`src/rtl/tlb_miss_walker.sv`:
```
// Fully associative TLB with an integrated page-table walk FSM.
// Hits answer from local entries; misses walk the page table and refill round-robin.
module tlb_miss_walker #(
  parameter int unsigned ENTRIES = 4,
  parameter int unsigned VPN_W   = 8,
  parameter int unsigned PPN_W   = 6
) (
  input  logic             clk,
  input  logic             rst_n,
  input  logic             req_valid,
  input  logic [VPN_W-1:0] req_vpn,
  output logic             req_ready,
  output logic             resp_valid,
  output logic [PPN_W-1:0] resp_ppn,
  output logic             resp_hit,
  output logic             resp_fault,
  input  logic             flush,
  output logic             pt_req_valid,
  output logic [VPN_W-1:0] pt_req_vpn,
  input  logic             pt_resp_valid,
  input  logic [PPN_W-1:0] pt_resp_ppn,
  input  logic             pt_resp_fault
);

  localparam int unsigned IdxW = $clog2(ENTRIES);

  typedef enum logic [1:0] {StIdle, StLookup, StWalk, StRefill} state_e;

  state_e state_q, state_d;

  logic [ENTRIES-1:0] valid_q, valid_d;
  logic [VPN_W-1:0]   tag_q  [ENTRIES];
  logic [PPN_W-1:0]   data_q [ENTRIES];
  logic [IdxW-1:0]    ptr_q;
  logic [VPN_W-1:0]   vpn_q;
  logic [PPN_W-1:0]   walk_ppn_q;
  logic               walk_fault_q;
  logic               resp_valid_q, resp_hit_q, resp_fault_q;
  logic [PPN_W-1:0]   resp_ppn_q;
  logic [VPN_W-1:0]   pt_req_vpn_q;

  logic             hit;
  logic [PPN_W-1:0] hit_ppn;

  // Scan from the top so the lowest matching index ends up winning.
  always_comb begin
    hit     = 1'b0;
    hit_ppn = '0;
    for (int i = int'(ENTRIES) - 1; i >= 0; i--) begin
      if (valid_q[i] && (tag_q[i] == vpn_q)) begin
        hit     = 1'b1;
        hit_ppn = data_q[i];
      end
    end
  end

  always_comb begin
    state_d = state_q;
    unique case (state_q)
      StIdle:   if (req_valid) state_d = StLookup;
      StLookup: state_d = hit ? StIdle : StWalk;
      StWalk:   if (pt_resp_valid) state_d = StRefill;
      StRefill: state_d = StIdle;
      default:  state_d = StIdle;
    endcase
  end

  // Flush clears everything, but a same-cycle refill still lands its entry.
  always_comb begin
    valid_d = valid_q;
    if (flush) valid_d = '0;
    if (state_q == StRefill) valid_d[ptr_q] = 1'b1;
  end

  always_ff @(posedge clk or negedge rst_n) begin
    if (!rst_n) begin
      state_q      <= StIdle;
      valid_q      <= '0;
      ptr_q        <= '0;
      vpn_q        <= '0;
      walk_ppn_q   <= '0;
      walk_fault_q <= 1'b0;
      resp_valid_q <= 1'b0;
      resp_hit_q   <= 1'b0;
      resp_fault_q <= 1'b0;
      resp_ppn_q   <= '0;
      pt_req_vpn_q <= '0;
    end else begin
      state_q      <= state_d;
      valid_q      <= valid_d;
      resp_valid_q <= 1'b0;
      if (state_q == StIdle && req_valid) vpn_q <= req_vpn;
      if (state_q == StLookup) begin
        if (hit) begin
          resp_valid_q <= 1'b1;
          resp_hit_q   <= 1'b1;
          resp_fault_q <= 1'b0;
          resp_ppn_q   <= hit_ppn;
        end else begin
          pt_req_vpn_q <= vpn_q;
        end
      end
      if (state_q == StWalk && pt_resp_valid) begin
        walk_ppn_q   <= pt_resp_ppn;
        walk_fault_q <= pt_resp_fault;
      end
      if (state_q == StRefill) begin
        resp_valid_q <= 1'b1;
        resp_hit_q   <= 1'b0;
        resp_fault_q <= walk_fault_q;
        resp_ppn_q   <= walk_ppn_q;
        ptr_q        <= ptr_q + IdxW'(1);
      end
    end
  end

  always_ff @(posedge clk) begin
    if (state_q == StRefill) begin
      tag_q[ptr_q]  <= vpn_q;
      data_q[ptr_q] <= walk_ppn_q;
    end
  end

  assign req_ready    = (state_q == StIdle);
  assign pt_req_valid = (state_q == StWalk);
  assign pt_req_vpn   = pt_req_vpn_q;
  assign resp_valid   = resp_valid_q;
  assign resp_ppn     = resp_ppn_q;
  assign resp_hit     = resp_hit_q;
  assign resp_fault   = resp_fault_q;

endmodule

```
`config.mk`:
```
export PLATFORM = sky130hd
export DESIGN_NAME = tlb_miss_walker
export DESIGN_NICKNAME = d
export VERILOG_FILES = /design/src/rtl/tlb_miss_walker.sv
export SDC_FILE = /design/constraint.sdc
export NUM_CORES = 1
export LEC_CHECK = 0
export CORE_MARGIN = 2
export CORE_UTILIZATION = 40
export CTS_BUF_LIST = sky130_fd_sc_hd__clkbuf_4 sky130_fd_sc_hd__clkbuf_8 sky130_fd_sc_hd__clkbuf_16
export CTS_CLUSTER_DIAMETER = 100
export DETAILED_ROUTE_END_ITERATION = 10
export HOLD_SLACK_MARGIN = 0.1
export MAX_ROUTING_LAYER = met4
export PLACE_DENSITY = 0.66
export RECOVER_POWER = 50
export REMOVE_ABC_BUFFERS = 1
export SYNTH_ARGS = -nofsm -noshare
export SYNTH_HDL_FRONTEND = slang
export SYNTH_SLANG_ARGS = --single-unit
```
`constraint.sdc`:
```
create_clock -name clk -period 6 [get_ports clk]
set_input_delay 0.9 -clock clk [delete_from_list [all_inputs] [get_ports clk]]
set_output_delay 0.9 -clock clk [all_outputs]
set_load 0.01 [all_outputs]
```
==> results.py <==
metrics = {
    "sta": {
        "final.period_utilization": 0.4996,
        "worst_pin_slew_ps": 2231,
        "final_hold_viol_count": 0,
        "finClkSkew_ps": 8.812,
        "min_period_ps": 2997,
        "setup_tns_ps": 0,
        "setup_viol": 0,
        "clock.fmax_mhz": 333.6,
        "final_max_slew_viol_count": 41,
        "grt_setup_unrepaired": "false",
        "timing.max_slew.rel_slack": -0.4875,
    },
    "yosys": {
        "syn_inst": 285,
        "ys_top_cells_by_area": "sky130_fd_sc_hd__edfxtp_1, sky130_fd_sc_hd__dfrtp_1, sky130_fd_sc_hd__xnor2_1",
        "synth.cell_area_um2": 4055,
        "synth-edff-count": 56,
        "post-synth-top-area-fraction": 0.4147,
        "synthesis.area_per_instance_um2": 14.23,
        "synth.most_common_cell": "sky130_fd_sc_hd__edfxtp_1",
        "synth.yosys.warnings": 0,
        "yosys_most_used_dff": "sky130_fd_sc_hd__edfxtp_1",
        "postSynth.asyncResetShare": 0.4167,
        "synth_seq_cells": 96,
        "synth_top_cell_by_area": "sky130_fd_sc_hd__edfxtp_1",
        "synth_cell_types": 39,
        "synth_common_cells": "sky130_fd_sc_hd__edfxtp_1, sky130_fd_sc_hd__dfrtp_1, sky130_fd_sc_hd__xnor2_1",
        "ys_seq_area_frac": 0.6615,
    },
    "global_route": {
        "global_route_total_overflow": 0,
        "wire_length_of_the_first_global_routing_pass_um": 12450,
        "grtUsageTotal": 0.1548,
        "maximum_number_of_pins_on_one_net_before_global_route_repair": 41,
        "number_of_global_route_vias_before_repair": 2319,
        "antenna_found_initial": 0,
    },
    "clocking": {
        "cts_resized": 0,
        "h-tree-depth": 3,
        "cts_root_buf": "sky130_fd_sc_hd__clkbuf_8",
        "post_cts.repair.setup_buffers": 0,
        "cts_hold_repair.buffers": 0,
        "insertion_delay_to_the_later_sink_of_the_worst_skew_pair_ps": 370,
        "post_cts_clock_slew_at_the_launch_and_capture_registers_of_the_worst_setup_and_hold_paths_ps": 90,
        "clockBufferDepth": 2,
        "clock_sinks": 96,
        "clock_tree_from_tritoncts": "built",
        "cts-buffers-inserted": 9,
    },
    "power_and_ir_drop": {
        "report.power.total_uw": 2405,
        "total_switching_power_uw": 733.7,
        "power.share.switching": 0.3051,
        "total_leakage_power_uw": 0.001776,
        "clock_power_share": 0.237,
        "internal_power_uw": 1671,
        "seq_power_share": 0.486,
        "power.density_nw_per_um2": 502.7,
        "peak_supply_drop_mv": 0.1884,
        "power_share_of_the_combinational_group": 0.277,
    },
    "route": {
        "antenna_left": 0,
        "drt_wl_total_um": 7632,
        "post_drt_wl_per_cell_um": 16.74,
        "num_vias": 2255,
        "drcViolationCount": 0,
        "post_detailed_route_via_to_cell_ratio": 4.945,
        "dr.first_iter.drc_count": 194,
        "drtPass1Iterations": 4,
    },
    "worst_setup_path": {
        "required_time_of_the_critical_path_ps": 5100,
        "r2r-start": "vpn_q[3]",
        "critPathCaptureType": "output pin",
        "crit_arrival_ps": 2100,
        "crit_path_max_fanout": 13,
        "criticalPathCategory": "flop to output pin",
        "critical_path.startpoint_type": "flop",
    },
    "floorplan": {
        "die-area_um2": 10960,
        "dieWidth_um": 104.7,
        "die_height_um": 104.7,
        "placementRows": 36,
        "area_of_the_placeable_core_um2": 9819,
        "design.portCount": 39,
        "initial_utilization": 0.4130,
    },
    "finish": {
        "finish.instance_area_um2": 4783,
        "nNetsFinal": 342,
        "post_route_cells_drive_above_1_share": 0.1610,
        "regArea_um2": 2683,
        "num_antenna_cells": 0,
        "filler_cell_count": 882,
        "fin_util": 0.4871,
        "area_growth_pct": 17.96,
        "multi_input_comb_area_um2": 1237,
    },
    "job": {
        "max_cap_violations": 1,
    },
    "placed_design": {
        "dp_hpwl_um": 5080,
        "dpl_cell_area_um2": 4499,
        "rd_place_congestion": 0.7699,
        "place.port_buffers": 38,
    },
    "hold_path": {
        "min-delay-path-class": "flop to flop",
        "hp-start": "resp_hit",
    },
    "status": {
        "violations": "capacitance limit, slew limit",
        "status": "finished with violations",
    },
}
## cell families after synthesis
kind of cell	Yosys count	share of synthesized area
buf+inv	26	0.03332
compound gates	36	0.06295
flops	96	0.6615
mux	23	0.06387
xor+xnor	33	0.07127
simple gates	67	0.09472
fa+ha+maj	4	0.01234
## flip-flops by register name, indices dropped and copies added (netlist names), named ones only
register / flops
walk_fault_q: 1
vpn_q: 8
data_q: 24
walk_ppn_q: 6
tag_q: 32
pt_req_vpn: 8
state_q: 1
ptr_q: 2
resp_ppn: 6
resp_valid: 1
valid_q: 4
resp_hit: 1
resp_fault: 1
## power groups by stage
stage | sequential (uW) | clock [uW] | combinational [uW]
5_1_grt | 1210 | 601 | 726
3_5_place_dp | 1190 | 0 | 672
4_1_cts | 1170 | 576 | 677
6_report | 1170 | 570 | 667
2_1_floorplan | 1150 | 0 | 416
3_3_place_gp | 1170 | 0 | 663
## cell type report
| class | instances | share of cell area |
|---|---|---|
| Multi-Input combinational cell | 163 | 0.2587 |
| Timing Repair Buffer | 38 | 0.07821 |
| Clock buffer | 10 | 0.03113 |
| Inverter | 10 | 0.007847 |
| Clock inverter | 6 | 0.02851 |
| Sequential cell | 96 | 0.5608 |
| Tap cell | 133 | 0.03479 |
## layer usage
metal	routed length, um	global-route usage
met1	3578	0.2053
met5	0	-
met3	215	0.02121
met2	3671	0.2353
met4	166	0.07714
## worst max-delay path: stages (launching register included)
cell                              delay, ps
sky130_fd_sc_hd__dfrtp_1                620
sky130_fd_sc_hd__clkinv_1               340
sky130_fd_sc_hd__nor2_1                 210
sky130_fd_sc_hd__clkdlybuf4s50_1        560
## metrics by stage
| stage | cells | setup slack [ps] | hold WS (ps) |
|---|---|---|---|
| global route | 456 | 2821 | 496.2 |
| CTS | 456 | 2993 | 486.4 |
| detailed placement | 440 | 3403 | 466.0 |
| global placement | 440 | 3457 | 459.9 |
| floorplan | 269 | 3991 | 449.6 |
| finish | 456 | 3003 | 481.7 |
## placed cells by master (no fill, tap or decap), types with 2 or more instances in the layout
master / Yosys / final
sky130_fd_sc_hd__edfxtp_1: 56 / 56
sky130_fd_sc_hd__dfrtp_1: 40 / 40
sky130_fd_sc_hd__clkdlybuf4s50_1: 0 / 37
sky130_fd_sc_hd__xnor2_1: 33 / 33
sky130_fd_sc_hd__mux2_2: 23 / 23
sky130_fd_sc_hd__nand2_1: 19 / 19
sky130_fd_sc_hd__nand3_1: 15 / 15
sky130_fd_sc_hd__o21ai_0: 11 / 11
sky130_fd_sc_hd__inv_1: 9 / 9
sky130_fd_sc_hd__clkbuf_8: 0 / 9
sky130_fd_sc_hd__nor2_1: 8 / 8
sky130_fd_sc_hd__a21o_1: 5 / 5
sky130_fd_sc_hd__a31o_1: 5 / 5
sky130_fd_sc_hd__and3_1: 4 / 4
sky130_fd_sc_hd__nor3_1: 4 / 4
sky130_fd_sc_hd__ha_1: 4 / 4
sky130_fd_sc_hd__bufinv_16: 0 / 4
sky130_fd_sc_hd__nand4_1: 3 / 3
sky130_fd_sc_hd__a31o_2: 3 / 3
sky130_fd_sc_hd__nand3_2: 2 / 2
sky130_fd_sc_hd__nor3_2: 2 / 2
sky130_fd_sc_hd__or3_1: 2 / 2
sky130_fd_sc_hd__a2bb2oi_1: 2 / 2
sky130_fd_sc_hd__o31ai_1: 2 / 2
sky130_fd_sc_hd__a22o_1: 2 / 2
sky130_fd_sc_hd__a21oi_1: 2 / 2
## final timing paths
kind / endpoint / slack [ps] / depth (start not counted)
setup / recovery: pt_req_valid / 3000 / 3
hold reg to reg: resp_hit / 480 / 1
setup reg to reg: pt_req_vpn[4] / 3450 / 6
min in group asynchronous: resp_ppn[1] / 1190 / 1
hold / removal: resp_hit / 480 / 1
max in group asynchronous: pt_req_vpn[2] / 3540 / 1
Note: power is estimated with default switching activity, not from simulation.
